$ cat src/rtl/sap_pkg.sv
// Shared SAP-1 loader definitions: FSM state encoding, RAM depth and header field layout.
package sap_pkg;

    typedef enum logic [2:0] {
        IDLE = 3'd0,
        HDR  = 3'd1,
        DATA = 3'd2,
        WR   = 3'd3,
        CHK  = 3'd4,
        DONE = 3'd5,
        ERR  = 3'd6
    } state_t;

    localparam int RAM_DEPTH    = 16;

    // Header byte: upper nibble is the base address, lower nibble is word count minus one.
    localparam int HDR_BASE_MSB = 7;
    localparam int HDR_BASE_LSB = 4;
    localparam int HDR_CNT_MSB  = 3;
    localparam int HDR_CNT_LSB  = 0;

endpackage

$ cat src/rtl/sum8_acc.sv
// Mod-2^W running sum with synchronous clear and add-enable; used for the load checksum.
module sum8_acc #(
    parameter int W = 8
) (
    input  logic         clk_i,
    input  logic         rst_i,
    input  logic         clr_i,
    input  logic         add_en_i,
    input  logic [W-1:0] din_i,
    output logic [W-1:0] sum_o
);

    logic [W-1:0] sum_q;

    always_ff @(posedge clk_i) begin
        if (rst_i || clr_i) begin
            sum_q <= '0;
        end else if (add_en_i) begin
            sum_q <= sum_q + din_i;
        end
    end

    assign sum_o = sum_q;

endmodule

$ cat src/rtl/prog_loader.sv
// SAP-1 program loader: streams a header plus data bytes into the 16x8 RAM, holding the CPU cleared meanwhile.
// Define PROG_LOADER_CHECKSUM_EN to require a trailing checksum byte (CHK state, err output).
module prog_loader
    import sap_pkg::*;
#(
    parameter int ADDR_W = 4,
    parameter int DATA_W = 8
) (
    input  logic              CLK,
    input  logic              CLR,
    input  logic              start,
    input  logic [DATA_W-1:0] in_data,
    input  logic              in_valid,
    output logic              in_ready,
    output logic              ram_we,
    output logic [ADDR_W-1:0] ram_addr,
    output logic [DATA_W-1:0] ram_wdata,
    output logic              cpu_nclr,
    output logic              busy,
    output logic              done,
    output logic              err
);

    state_t            state_q;
    logic [ADDR_W-1:0] base_q;
    logic [ADDR_W-1:0] cnt_q;
    logic [ADDR_W-1:0] idx_q;
    logic              in_ready_q;
    logic              ram_we_q;
    logic [ADDR_W-1:0] ram_addr_q;
    logic [DATA_W-1:0] ram_wdata_q;
    logic              cpu_nclr_q;
    logic              busy_q;
    logic              done_q;

    logic xfer;
    logic start_take;

    assign xfer       = in_valid && in_ready_q;
    // busy is low exactly in IDLE, DONE and ERR, the states that honour start.
    assign start_take = start && !busy_q;

`ifdef PROG_LOADER_CHECKSUM_EN
    logic              err_q;
    logic [DATA_W-1:0] sum_q;
    logic [DATA_W-1:0] sum_d;

    sum8_acc #(.W(DATA_W)) u_sum (
        .clk_i    (CLK),
        .rst_i    (CLR),
        .clr_i    (start_take),
        .add_en_i (xfer && (state_q == HDR || state_q == DATA)),
        .din_i    (in_data),
        .sum_o    (sum_q)
    );

    assign sum_d = sum_q + in_data;
    assign err   = err_q;
`else
    assign err   = 1'b0;
`endif

    always_ff @(posedge CLK) begin
        if (CLR) begin
            state_q     <= IDLE;
            base_q      <= '0;
            cnt_q       <= '0;
            idx_q       <= '0;
            in_ready_q  <= 1'b0;
            ram_we_q    <= 1'b0;
            ram_addr_q  <= '0;
            ram_wdata_q <= '0;
            cpu_nclr_q  <= 1'b0;
            busy_q      <= 1'b0;
            done_q      <= 1'b0;
`ifdef PROG_LOADER_CHECKSUM_EN
            err_q       <= 1'b0;
`endif
        end else begin
            ram_we_q <= 1'b0;
            if (start_take) begin
                state_q    <= HDR;
                busy_q     <= 1'b1;
                cpu_nclr_q <= 1'b0;
                done_q     <= 1'b0;
                in_ready_q <= 1'b1;
`ifdef PROG_LOADER_CHECKSUM_EN
                err_q      <= 1'b0;
`endif
            end else begin
                case (state_q)
                    IDLE: cpu_nclr_q <= 1'b1;
                    HDR: begin
                        if (xfer) begin
                            base_q  <= in_data[HDR_BASE_MSB:HDR_BASE_LSB];
                            cnt_q   <= in_data[HDR_CNT_MSB:HDR_CNT_LSB];
                            idx_q   <= '0;
                            state_q <= DATA;
                        end
                    end
                    DATA: begin
                        if (xfer) begin
                            ram_we_q    <= 1'b1;
                            ram_addr_q  <= base_q + idx_q;
                            ram_wdata_q <= in_data;
                            in_ready_q  <= 1'b0;
                            state_q     <= WR;
                        end
                    end
                    WR: begin
                        idx_q <= idx_q + 1'b1;
                        if (idx_q == cnt_q) begin
`ifdef PROG_LOADER_CHECKSUM_EN
                            state_q    <= CHK;
                            in_ready_q <= 1'b1;
`else
                            state_q    <= DONE;
                            busy_q     <= 1'b0;
                            done_q     <= 1'b1;
                            cpu_nclr_q <= 1'b1;
`endif
                        end else begin
                            state_q    <= DATA;
                            in_ready_q <= 1'b1;
                        end
                    end
`ifdef PROG_LOADER_CHECKSUM_EN
                    CHK: begin
                        if (xfer) begin
                            in_ready_q <= 1'b0;
                            busy_q     <= 1'b0;
                            if (sum_d == '0) begin
                                state_q    <= DONE;
                                done_q     <= 1'b1;
                                cpu_nclr_q <= 1'b1;
                            end else begin
                                state_q    <= ERR;
                                err_q      <= 1'b1;
                            end
                        end
                    end
`endif
                    DONE, ERR: ;
                    default: begin
                        state_q    <= IDLE;
                        in_ready_q <= 1'b0;
                        busy_q     <= 1'b0;
                    end
                endcase
            end
        end
    end

    assign in_ready  = in_ready_q;
    assign ram_we    = ram_we_q;
    assign ram_addr  = ram_addr_q;
    assign ram_wdata = ram_wdata_q;
    assign cpu_nclr  = cpu_nclr_q;
    assign busy      = busy_q;
    assign done      = done_q;

endmodule

$ cat config.mk
export PLATFORM = sky130hd
export DESIGN_NAME = prog_loader
export DESIGN_NICKNAME = d
export VERILOG_FILES = /design/src/rtl/sap_pkg.sv /design/src/rtl/sum8_acc.sv /design/src/rtl/prog_loader.sv
export SDC_FILE = /design/constraint.sdc
export NUM_CORES = 1
export LEC_CHECK = 0
export ABC_AREA = 1
export CORE_ASPECT_RATIO = 0.8
export CORE_MARGIN = 5
export CORE_UTILIZATION = 50
export CTS_CLUSTER_SIZE = 16
export DETAILED_ROUTE_END_ITERATION = 6
export PLACE_DENSITY = 0.81
export SYNTH_ARGS = -nofsm -noshare
export SYNTH_HDL_FRONTEND = slang
export SYNTH_SLANG_ARGS = --single-unit
$ cat constraint.sdc
create_clock -name CLK -period 1.38 [get_ports CLK]
set_input_delay 0.276 -clock CLK [delete_from_list [all_inputs] [get_ports CLK]]
set_output_delay 0.276 -clock CLK [all_outputs]
set_load 0.05 [all_outputs]
# After elaboration in Yosys (flattened, before gate mapping)
# Cells that the tools add are included.
# op_classes
add_sub_neg	2
n_mul	0
div_mod_pow	0
n_lt_le_gt_ge	0
eq_ne	16
n_shift	0
mux	17
bitwise_logic	3
n_reduce_logical	20
# op_table
operator	count
3-bit AND reduction	6
3-bit != test (second input constant)	4
3-bit one-hot mux with 4 select lines	1
3-bit 2-to-1 mux	3
1-bit 2-to-1 mux	8
4-bit one-hot mux with 2 select lines	1
3-bit by 2-bit equality test with 1-bit output (second input constant)	2
3-bit equality test (second input constant)	2
2-bit by 1-bit != test with 1-bit output (second input constant)	3
2-bit != test (second input constant)	3
2-bit AND reduction	3
3-bit OR reduction	2
5-bit OR reduction	1
4-bit by 1-bit adder with 4-bit output (second input constant)	1
4-bit adder	1
4-bit equality test	1
4-bit 2-to-1 mux	1
1-bit one-hot mux with 2 select lines	2
2-bit nonzero test	2
4-bit OR reduction	1
3-bit by 1-bit equality test with 1-bit output (second input constant)	1
3-bit zero test	1
1-bit inverter	3
1-bit one-hot mux with 3 select lines	1
3 further kinds	4
# totals
register_bits	32
latch_bits	0
ramBits	0
romBits	0
word_cells	70
memories	0

# Depth between registers and ports, before layout
# Gate-level depths: netlist of run 1.
# logic_depth
depth_word	4
mapped_depth	9
depth_no_buf	9

# Least setup slack after synthesis of run 1
# No wires, ideal clock.
# synth_timing
kind	reg2reg
from	reg in_ready_q, in the netlist in_ready
to	reg cnt_q[1]
setup_time_ns	0.116
t_arrival_ns	1.475
t_required_ns	1.264
slack_ns	-0.211
stages_incl_launch_ff	9
n_path_buf	1
synth_period_minus_slack_ns	1.591
cell_sequence	dfxtp_1 nand2_1 inv_1 nand2_1 nor2_4 inv_2 buf_6 o21ai_1 a21oi_1
# synth_between
elab_chain_cells	2
# synth_rtl
item	line	rtl
start: declaration	prog_loader.sv:28	logic in_ready_q;
start signal: assignment	prog_loader.sv:69	in_ready_q <= 1'b0;
start signal: assignment	prog_loader.sv:86	in_ready_q <= 1'b1;
start signal: assignment	prog_loader.sv:106	in_ready_q <= 1'b0;
1-bit logical AND	prog_loader.sv:39	assign xfer = in_valid && in_ready_q;
3-bit AND reduction (no line)	n/a	
end signal: assignment	prog_loader.sv:96	cnt_q <= in_data[HDR_CNT_MSB:HDR_CNT_LSB];
end: declaration	prog_loader.sv:26	logic [ADDR_W-1:0] cnt_q;
# Every way passes these cells.
# A chain may end at the register's enable or synchronous reset.

# Final worst setup path of run 1
# layout_timing
from	reg idx_q[2]
to	reg busy_q, in the netlist busy
# layout_between
elab_chain_cells	3
# layout_rtl
item	line	rtl
start: declaration	prog_loader.sv:27	logic [ADDR_W-1:0] idx_q;
start signal: assignment	prog_loader.sv:111	idx_q <= idx_q + 1'b1;
4-bit equality test	prog_loader.sv:112	if (idx_q == cnt_q) begin
3-bit != test (no line)	n/a	
2-bit AND reduction (no line)	n/a	
end signal: assignment	prog_loader.sv:83	busy_q <= 1'b1;
end signal: assignment	prog_loader.sv:118	busy_q <= 1'b0;
end signal: assignment	prog_loader.sv:147	busy_q <= 1'b0;
end: declaration	prog_loader.sv:33	logic busy_q;
# Every way passes these cells.

==> out/metrics.csv, run 1 <==
stage,metric,value,unit
run_status,status,finished clean,
sta,Final period util,0.969,
placed_design,RD Place Congestion,0.858,
critical_path,Worst EP required,1.56,ns
yosys,YS warnings,0,
critical_path,critical path launch point type,register,
drt,uppermost layer routed,met4,
sta,final hold vios,0,
final_layout,Final #Nets,269,
global_routing,initial antenna violation count,0,
clocking,H-Tree Depth,2,
global_routing,largest net degree at the start of global routing,21,
drt,vias,1447,
sta,Layout Skew,0.00335,ns
clocking,CTS tree,yes,
die,die width,71.5,µm
yosys,Mean Syn Cell Area,7.32,µm²
critical_path,worst flop-to-flop path endpoint,busy,
drt,WL met3,260,µm
critical_path,Worst EP arrival,1.52,ns
critical_path,path type of the worst setup path,reg2reg,
sta,Final Max Slew Viols,0,
power,post-route total power,2.09,mW
final_layout,ANT cells,0,
yosys,"Cell Area, Synth",0.00152,mm²
yosys,Post-Syn Nets,224,
global_routing,Congestion Overflow GR,0,
drt,Avg Vias per Cell,4.97,
placed_design,dpl hpwl,2730,µm
final_layout,most frequent cells in the layout,"37 x nor2_1, 31 x nand2_1, 26 x dfxtp_1",
yosys,most area-consuming cells after synthesis,"dfxtp_1 42%, nor2_1 9.7%, nand2_1 8.2%",
die,FP Rows,17,
global_routing,global-route wire length before repair,6220,µm
critical_path,R2R Setup Slk,0.04,ns
yosys,Synth Register Bits,32,
global_routing,Tot GR Track Use,0.190,
drt,initial detailed-routing violation count,110,
drt,Antenna Nets Post-Route,0,
drt,met2 WL,1750,µm
sta,setup repair after global routing missed its margin,true,
global_routing,number of global-route vias before repair,1330,
sta,Final setup viols,0,
clocking,Clock transition at path regs,0.06,ns
critical_path,worst-path fanout max,3,
drt,drt first pass iters,4,
worst_hold_path,WHS Endpoint,cnt_q[0],
final_layout,"most common cell after layout, fill and taps aside",nor2_1,
clocking,clk buf depth,2,
worst_hold_path,Worst Hold Depth,2,
die,top-level I/O count,30,
drt,met1 wire length,1680,µm
clocking,number of CTS-inserted buffers,5,
yosys,Yosys cell types,29,
worst_hold_path,worst hold-check path type,reg2reg,
yosys,share of the synthesized area in the top cell type,0.423,
clocking,Clock Sinks,32,
sta,achievable frequency,0.748,GHz
critical_path,Worst Setup End Kind,register,
clocking,clk_lat worst skew,0.29,ns
job,Max-Cap Viols,0,
final_layout,Fillers,162,
yosys,"area leader, netlist",dfxtp_1,
power,leakage,0.991,nW
die,Initial Util,0.536,
die,die area,0.00424,mm²
power,power density cells,921,mW/mm²
worst_hold_path,Min-Delay Startpoint,cnt_q[0],
critical_path,r2r worst-path depth,9,
die,Die Span Y,59.2,µm
critical_path,RR Startpoint,idx_q[2],
final_layout,area grow syn2layout,50.0,%
yosys,register area share after synthesis,0.423,
sta,Min Hold Slack,0.471,ns
drt,WL/cell,12.9,µm
clocking,CTS root buf,clkbuf_8,
yosys,cell count after synthesis,207,
power,Max IR drop VDD,0.711,mV
final_layout,share of cells above drive strength 1,0.289,
drt,drt total wl,3760,µm
placed_design,PortBufs,28,
clocking,Post-CTS Hold Buffers,0,
die,core area,0.00283,mm²
drt,DRC,0,
sta,final critical-path required period,1.34,ns
==> synthesized netlist by cell type <==
| master | number |
|---|---|
| a211oi_1 | 2 |
| a21oi_1 | 16 |
| a31oi_1 | 1 |
| and3_1 | 1 |
| buf_1 | 1 |
| buf_4 | 1 |
| buf_6 | 4 |
| clkbuf_1 | 2 |
| conb_1 | 1 |
| dfxtp_1 | 32 |
| fa_1 | 1 |
| ha_1 | 4 |
| inv_1 | 22 |
| inv_2 | 4 |
| nand2_1 | 33 |
| nand2_2 | 1 |
| nand3_1 | 8 |
| nand3b_1 | 1 |
| nor2_1 | 39 |
| nor2_2 | 1 |
| nor2_4 | 2 |
| nor3_1 | 5 |
| nor3_4 | 1 |
| o211ai_1 | 1 |
| o21ai_0 | 18 |
| o21ai_1 | 1 |
| o21ai_2 | 1 |
| xnor2_1 | 2 |
| xor2_1 | 1 |
==> repair_timing <==
item                                    4_1_cts  5_1_grt
endpoints found under the setup margin        8       26
buffers inserted                              0        0
pin swaps                                     0        4
endpoints found under the hold margin         0        0
gates resized for setup                       5       23
==> report_power, final <==
group	internal (mW)	total [mW]	switching (mW)
combinational	0.162	0.365	0.203
sequential	0.952	0.987	0.0348
clock	0.397	0.742	0.345
total	1.51	2.09	0.583
==> stage by stage <==
stage	setup WS (ns)	cell area, µm²	instances	setup TNS (ns)	util
floorplan	0.0778	1520	207	0	-
global placement	-0.276	2120	283	-5.76	0.748
detailed placement	-0.342	2120	283	-7.22	0.748
CTS	0.0142	2220	291	0	0.785
global route	-0.131	2270	291	-0.425	0.804
finish	0.0422	2270	291	0	0.804
==> worst max path at each step <==
| stage | start | endpoint | slack, ns |
|---|---|---|---|
| finish | idx_q[2] | busy | 0.04 |
| global route | idx_q[2] | busy | -0.13 |
| CTS | start | ram_wdata[4] | 0.01 |
| detailed placement | start | ram_wdata[4] | -0.34 |
| global placement | start | idx_q[3] | -0.28 |
| floorplan | busy | cnt_q[1] | 0.08 |
==> sequential cells by signal (all words and copies together) (netlist names), 3 cells and up <==
name       count
idx_q          4
ram_addr       4
cnt_q          4
base_q         4
ram_wdata      8
state_q        3
==> per-layer routing <==
layer	GRT usage	up-vias
met1	0.244	651
met4	0.0965	0
li1	-	747
met3	0.0492	7
met2	0.295	42
met5	0	-
==> area by class of cell <==
type,count,area [µm²],share of cell area
Clock buffer,6,82.6,0.0363
Inverter,26,103,0.0451
Multi-Input combinational cell,141,762,0.335
Tap cell,38,47.5,0.0209
Clock inverter,2,10.0,0.00440
Sequential cell,32,658,0.289
Timing Repair Buffer,46,611,0.269
==> critical path, cell delays in order (launching register included) <==
cell     delay (ns)
dfxtp_1        0.35
buf_4          0.15
nand2_1        0.06
nand2_1        0.05
nor2_1         0.21
nand2_1        0.11
nand2_1        0.08
nand2_1        0.07
nand2_1        0.10
a21oi_2        0.06
==> cells by family (layout without fill, tap and decap cells) <==
logic type	after synthesis	count (layout)	share of synthesized area
AND/OR/NAND/NOR	92	92	0.264
AO/OA/AOI/OAI	40	40	0.140
buffers and inverters	34	80	0.107
flip-flops	32	32	0.423
adder cells (fa/ha/maj)	5	5	0.0462
XOR/XNOR	3	3	0.0173
other	1	1	0.00247
Note: power is estimated with default switching activity, not from simulation.
==> inputs of run 2 (changes only) <==
--- a/config.mk
+++ b/config.mk
@@ -11,6 +11,7 @@
 export CORE_UTILIZATION = 50
 export CTS_CLUSTER_SIZE = 16
 export DETAILED_ROUTE_END_ITERATION = 6
+export MAX_ROUTING_LAYER = met4
 export PLACE_DENSITY = 0.81
 export SYNTH_ARGS = -nofsm -noshare
 export SYNTH_HDL_FRONTEND = slang
==> constraint.sdc (replaced) <==
create_clock -name CLK -period 1.7 [get_ports CLK]
set_input_delay 0.34 -clock CLK [delete_from_list [all_inputs] [get_ports CLK]]
set_output_delay 0.34 -clock CLK [all_outputs]
set_load 0.05 [all_outputs]
==> run 2 against run 1 <==
Compared with the run above: die area is the same; via count shrank 5.0%; global-route usage shrank 0.59 points; critical path depth shrank 4; core utilization shrank 12 points; maximum frequency shrank 8.6%; clock power shrank 1%; cell count shrank 2.4%; combinational power shrank 33%; first-iteration DRC count grew 21%; flip-flop and latch count is the same.
==> out/metrics.csv, run 2 (synthesized netlist as in run 1, its figures left out) <==
stage,metric,value,unit,change
die,Initial Util,0.536,,unchanged
clocking,CTS tree,yes,,
placed_design,dpl hpwl,2530,µm,-7.6%
drt,WL/cell,11.9,µm,-7.8%
sta,final hold vios,0,,unchanged
critical_path,family with the most delay on the worst path,adder cells,,
clocking,number of post-CTS setup repair buffers,0,,unchanged
die,die width,71.5,µm,unchanged
critical_path,path type of the worst setup path,reg2reg,,
power,power density cells,910,mW/mm²,-1.3%
critical_path,Worst EP required,1.93,ns,+0.37 ns
sta,achievable frequency,0.684,GHz,-8.6%
sta,Final period util,0.861,,-0.109
critical_path,Worst Setup End Kind,register,,
critical_path,Worst Path Buf+Inv,1,,unchanged
clocking,Clock Sinks,32,,unchanged
critical_path,CP max stage delay,0.45,ns,+0.10 ns
critical_path,cells along the critical path,ha_1 > inv_1 > fa_1 > xor2_1 > a21oi_1,,
drt,Avg Vias per Cell,4.84,,-2.6%
final_layout,Largest register FFs,8,,unchanged
drt,drt first pass iters,4,,unchanged
clocking,clk buf depth,2,,unchanged
drt,drt total wl,3380,µm,-10%
final_layout,ANT cells,0,,unchanged
clocking,CTS root buf,clkbuf_8,,
clocking,clk_lat worst skew,0.29,ns,about the same
sta,Final Max Slew Viols,0,,unchanged
critical_path,"Max stage delay cell, worst path",dfxtp_1,,
clocking,Post-CTS Hold Buffers,0,,unchanged
critical_path,Worst EP arrival,1.69,ns,+0.17 ns
die,top-level I/O count,30,,unchanged
global_routing,Congestion Overflow GR,0,,unchanged
final_layout,share of cells above drive strength 1,0.187,,-0.102
final_layout,area grow syn2layout,28.2,%,
drt,DRC,0,,unchanged
die,Die Span Y,59.2,µm,unchanged
power,leakage,0.898,nW,-9.3%
clocking,Clock transition at path regs,0.07,ns,about the same
sta,final critical-path required period,1.46,ns,+0.125 ns
global_routing,number of global-route vias before repair,1180,,-11%
die,die area,0.00424,mm²,unchanged
die,core area,0.00283,mm²,unchanged
drt,vias,1375,,-5.0%
final_layout,Final #Nets,262,,-2.6%
sta,Layout Skew,0.00623,ns,+0.00288 ns
placed_design,RD Place Congestion,0.876,,+2.1%
drt,initial detailed-routing violation count,133,,+21%
global_routing,initial antenna violation count,0,,unchanged
clocking,number of CTS-inserted buffers,5,,unchanged
worst_hold_path,worst hold-check path type,reg2reg,,
drt,Antenna Nets Post-Route,0,,unchanged
placed_design,PortBufs,28,,unchanged
sta,Min Hold Slack,0.455,ns,-0.0161 ns
clocking,Resized cells post-CTS,0,,-5
final_layout,Fillers,244,,+51%
sta,setup repair after global routing missed its margin,false,,
global_routing,global-route wire length before repair,5710,µm,-8.2%
run_status,status,finished clean,,
final_layout,most frequent cells in the layout,"39 x nor2_1, 33 x nand2_1, 32 x dfxtp_1",,
global_routing,Tot GR Track Use,0.184,,-0.00588
global_routing,largest net degree at the start of global routing,13,,-38%
job,Max-Cap Viols,0,,unchanged
final_layout,Finished Core Util,0.687,,-0.117
power,Max IR drop VDD,0.548,mV,-23%
final_layout,"most common cell after layout, fill and taps aside",nor2_1,,
critical_path,critical path launch point type,register,,
sta,Final setup viols,0,,unchanged
clocking,H-Tree Depth,2,,unchanged
critical_path,worst-path fanout max,5,,+2
die,FP Rows,17,,unchanged
-- run 2: cell count changes in the layout (fill, tap and decap cells not counted), moves of 4 or more --
cell	previous run	this run
o21ai_0	12	18
dfxtp_4	4	0
dfxtp_1	26	32
buf_12	19	1
o21ai_1	6	1
buf_4	16	27
-- run 2: worst register-to-register path: cells and delay by family, from the launching register on --
kind	cells	cell delay, ns
buf+inv	1	0.06
fa+ha+maj	2	0.60
compound gates	1	0.13
xor+xnor	1	0.16
flops	1	0.45
-- run 2: final cells by class --
| cell class | count | area [µm²] | area share |
|---|---|---|---|
| Multi-Input combinational cell | 141 | 713 | 0.367 |
| Sequential cell | 32 | 641 | 0.330 |
| Timing Repair Buffer | 39 | 333 | 0.171 |
| Inverter | 26 | 97.6 | 0.0502 |
| Clock buffer | 5 | 68.8 | 0.0354 |
| Tap cell | 38 | 47.5 | 0.0245 |
| Clock inverter | 3 | 42.5 | 0.0219 |
-- run 2: per-layer routing --
metal  track usage  part of all wire  vias to the layer above
li1              -                 -                      729
met1         0.237              0.50                      599
met2         0.263              0.43                       41
met3        0.0678             0.057                        6
met4        0.0670             0.013                        0
met5             -                 0                        -
-- run 2: through the flow --
| stage | instance area [µm²] | cells | TNS [ns] | setup WS (ns) | total power [mW] |
|---|---|---|---|---|---|
| 5_1_grt | 1940 | 284 | 0 | 0.0903 | 1.85 |
| 3_3_place_gp | 1830 | 276 | -0.0125 | -0.0125 | 1.05 |
| 4_1_cts | 1940 | 284 | 0 | 0.257 | 1.77 |
| 2_1_floorplan | 1520 | 207 | 0 | 0.109 | 0.965 |
| 3_5_place_dp | 1830 | 276 | -0.0638 | -0.0312 | 1.05 |
| 6_report | 1940 | 284 | 0 | 0.237 | 1.77 |
-- run 2: final timing paths --
check | start | end | slack (ns) | cells past startpoint
max | idx_q[0] | ram_addr[2] | 0.24 | 5
min | done | done | 0.45 | 2
max reg2reg | idx_q[0] | ram_addr[2] | 0.24 | 5
min reg2reg | done | done | 0.45 | 2
-- run 2: power breakdown --
group	leakage, nW	internal [mW]	switching [mW]
registers	0.259	0.772	0.0217
logic	0.585	0.0937	0.150
clock network	0.0541	0.433	0.297
==> inputs of run 3 (changes only) <==
==> constraint.sdc (replaced) <==
create_clock -name CLK -period 1.8 [get_ports CLK]
set_input_delay 0.36 -clock CLK [delete_from_list [all_inputs] [get_ports CLK]]
set_output_delay 0.36 -clock CLK [all_outputs]
set_load 0.05 [all_outputs]
==> run 3 against run 2 <==
Compared with the run above: first-iteration DRC count is 4.5% higher; register-to-register slack better by 0.09 ns; wire length is 3.5% lower; clock power is 21% lower; clock skew is 0.00090 ns lower; non-clock buffer count is 4 lower; cell count is 1.4% lower; sequential power is 5.7% lower; worst hold slack worse by 0.00093 ns; core utilization is 1.7 points lower; final area is 2.4% lower; via count is 1.8% lower; critical path type is now in2reg; largest cell class unchanged; largest power group unchanged.
==> out/metrics.csv, run 3 (synthesized netlist as in run 1, its figures left out) <==
stage,metric,value,unit,change
drt,drt total wl,3270,µm,-3.5%
die,Die Span Y,59.2,µm,unchanged
power,Psw,420,µW,-10%
die,die area,0.00424,mm²,unchanged
power,Max IR drop VDD,0.546,mV,-0.20%
drt,vias,1350,,-1.8%
worst_hold_path,worst hold-check path type,reg2reg,,
critical_path,Worst Setup End Kind,register,,
sta,setup TNS,0,ns,unchanged
clocking,CTS root buf,clkbuf_8,,
sta,Layout Skew,0.00533,ns,-0.000904 ns
placed_design,Area after DPL,0.00180,mm²,-1.6%
power,leakage,0.870,nW,-3.1%
final_layout,most frequent cells in the layout,"39 x nor2_1, 33 x nand2_1, 32 x dfxtp_1",,
sta,final critical-path required period,1.50,ns,
power,sequential share of power,0.485,,+0.036
clocking,Clock Sinks,32,,unchanged
final_layout,share of cells above drive strength 1,0.169,,-0.0176
placed_design,dpl hpwl,2500,µm,-1.0%
power,power density cells,815,mW/mm²,-10%
drt,initial detailed-routing violation count,139,,+4.5%
global_routing,Congestion Overflow GR,0,,unchanged
power,portion of total power attributed to the clock network,0.371,,-0.042
clocking,CTS tree,yes,,
die,die width,71.5,µm,unchanged
die,FP Rows,17,,unchanged
power,Switching Fraction,0.272,,+0.00667
placed_design,PortBufs,28,,unchanged
global_routing,largest net degree at the start of global routing,21,,+8
final_layout,ANT cells,0,,unchanged
clocking,number of post-CTS setup repair buffers,0,,unchanged
sta,Min Hold Slack,0.454,ns,-0.000928 ns
clocking,clk buf depth,2,,unchanged
final_layout,Register Area,641,µm²,unchanged
sta,Final setup viols,0,,unchanged
global_routing,initial antenna violation count,0,,unchanged
global_routing,Tot GR Track Use,0.181,,-0.00307
final_layout,fin area,0.00190,mm²,-2.4%
critical_path,Worst EP required,2.01,ns,+0.08 ns
critical_path,path type of the worst setup path,in2reg,,
clocking,Post-CTS Hold Buffers,0,,unchanged
power,Gate power share,0.144,,+0.006
critical_path,Worst EP arrival,1.71,ns,+0.02 ns
die,Initial Util,0.536,,unchanged
critical_path,worst-path fanout max,10,,+5
sta,final hold vios,0,,unchanged
sta,achievable frequency,0.666,GHz,
job,Max-Cap Viols,0,,unchanged
clocking,H-Tree Depth,2,,unchanged
run_status,status,finished clean,,
die,top-level I/O count,30,,unchanged
sta,setup repair after global routing missed its margin,false,,
sta,Final WS setup,0.298,ns,+0.0613 ns
power,P_int,1.12,mW,-13%
global_routing,number of global-route vias before repair,1315,,+11%
drt,DRC,0,,unchanged
final_layout,Fillers,249,,+2.0%
drt,WL/cell,11.7,µm,-2.1%
clocking,number of CTS-inserted buffers,5,,unchanged
critical_path,critical path launch point type,input pin,,
sta,Final Max Slew Viols,0,,unchanged
placed_design,RD Place Congestion,0.907,,+3.5%
drt,Avg Vias per Cell,4.82,,-0.42%
clocking,Resized cells post-CTS,0,,unchanged
placed_design,Place WS,0.00990,ns,+0.0411 ns
clocking,clk_lat worst skew,0.29,ns,about the same
die,core area,0.00283,mm²,unchanged
final_layout,"most common cell after layout, fill and taps aside",nor2_1,,
final_layout,multi-input logic area,713,µm²,unchanged
global_routing,global-route wire length before repair,5790,µm,+1.3%
drt,drt first pass iters,4,,unchanged
final_layout,Largest register FFs,8,,unchanged
sta,Final period util,0.834,,
clocking,Clock transition at path regs,0.07,ns,about the same
final_layout,area grow syn2layout,25.1,%,
final_layout,Final #Nets,258,,-1.5%
drt,Antenna Nets Post-Route,0,,unchanged
[run 3: cell types whose count changed in the layout (fill, tap and decap cells not counted)]
| cell | previous run | this run |
|---|---|---|
| buf_4 | 27 | 23 |
| bufinv_16 | 1 | 0 |
| clkbuf_1 | 0 | 1 |
| clkbuf_8 | 5 | 6 |
| clkinv_2 | 1 | 0 |
[run 3: layout make-up]
cell class,instances,area share
tap,38,0.0251
sequential,32,0.338
clock buffer,7,0.0455
multi-input combinational,141,0.376
clock inverter,1,0.00396
timing repair buffer,35,0.160
inverter,26,0.0515
[run 3: critical path: stages]
cell             delay [ns]
clkdlybuf4s50_1        0.46
inv_1                  0.04
nor2_1                 0.11
inv_1                  0.06
nand2_1                0.16
nor2_4                 0.06
inv_2                  0.15
nand2_1                0.10
nor3_1                 0.21
[run 3: path summary, 6_finish.rpt]
check | depth (start not counted) | end | startpoint | slack [ns]
setup / recovery | 9 | idx_q[2] | start | 0.30
hold / removal | 2 | done | done | 0.45
setup reg to reg | 5 | ram_addr[2] | idx_q[0] | 0.33
hold reg to reg | 2 | done | done | 0.45
[run 3: per-stage QoR]
stage                     std cells  total power, mW  utilization
after floorplan                 207            0.912            -
after global placement          272            0.984        0.637
after detailed placement        272            0.987        0.637
after CTS                       280             1.56        0.670
after global routing            280             1.61        0.670
final                           280             1.54        0.670
[run 3: routing by layer]
| layer | GRT usage | vias up | wire (µm) |
|---|---|---|---|
| met2 | 0.262 | 34 | 1400 |
| met3 | 0.0525 | 11 | 189 |
| li1 | - | 726 | - |
| met1 | 0.225 | 579 | 1580 |
| met5 | - | - | 0 |
| met4 | 0.102 | 0 | 97 |
[run 3: power by group through the flow]
stage | clock [mW] | combinational, mW | sequential [mW]
2_1_floorplan | 0 | 0.118 | 0.794
3_3_place_gp | 0 | 0.220 | 0.764
3_5_place_dp | 0 | 0.222 | 0.764
4_1_cts | 0.584 | 0.223 | 0.749
5_1_grt | 0.614 | 0.248 | 0.752
6_report | 0.574 | 0.222 | 0.749
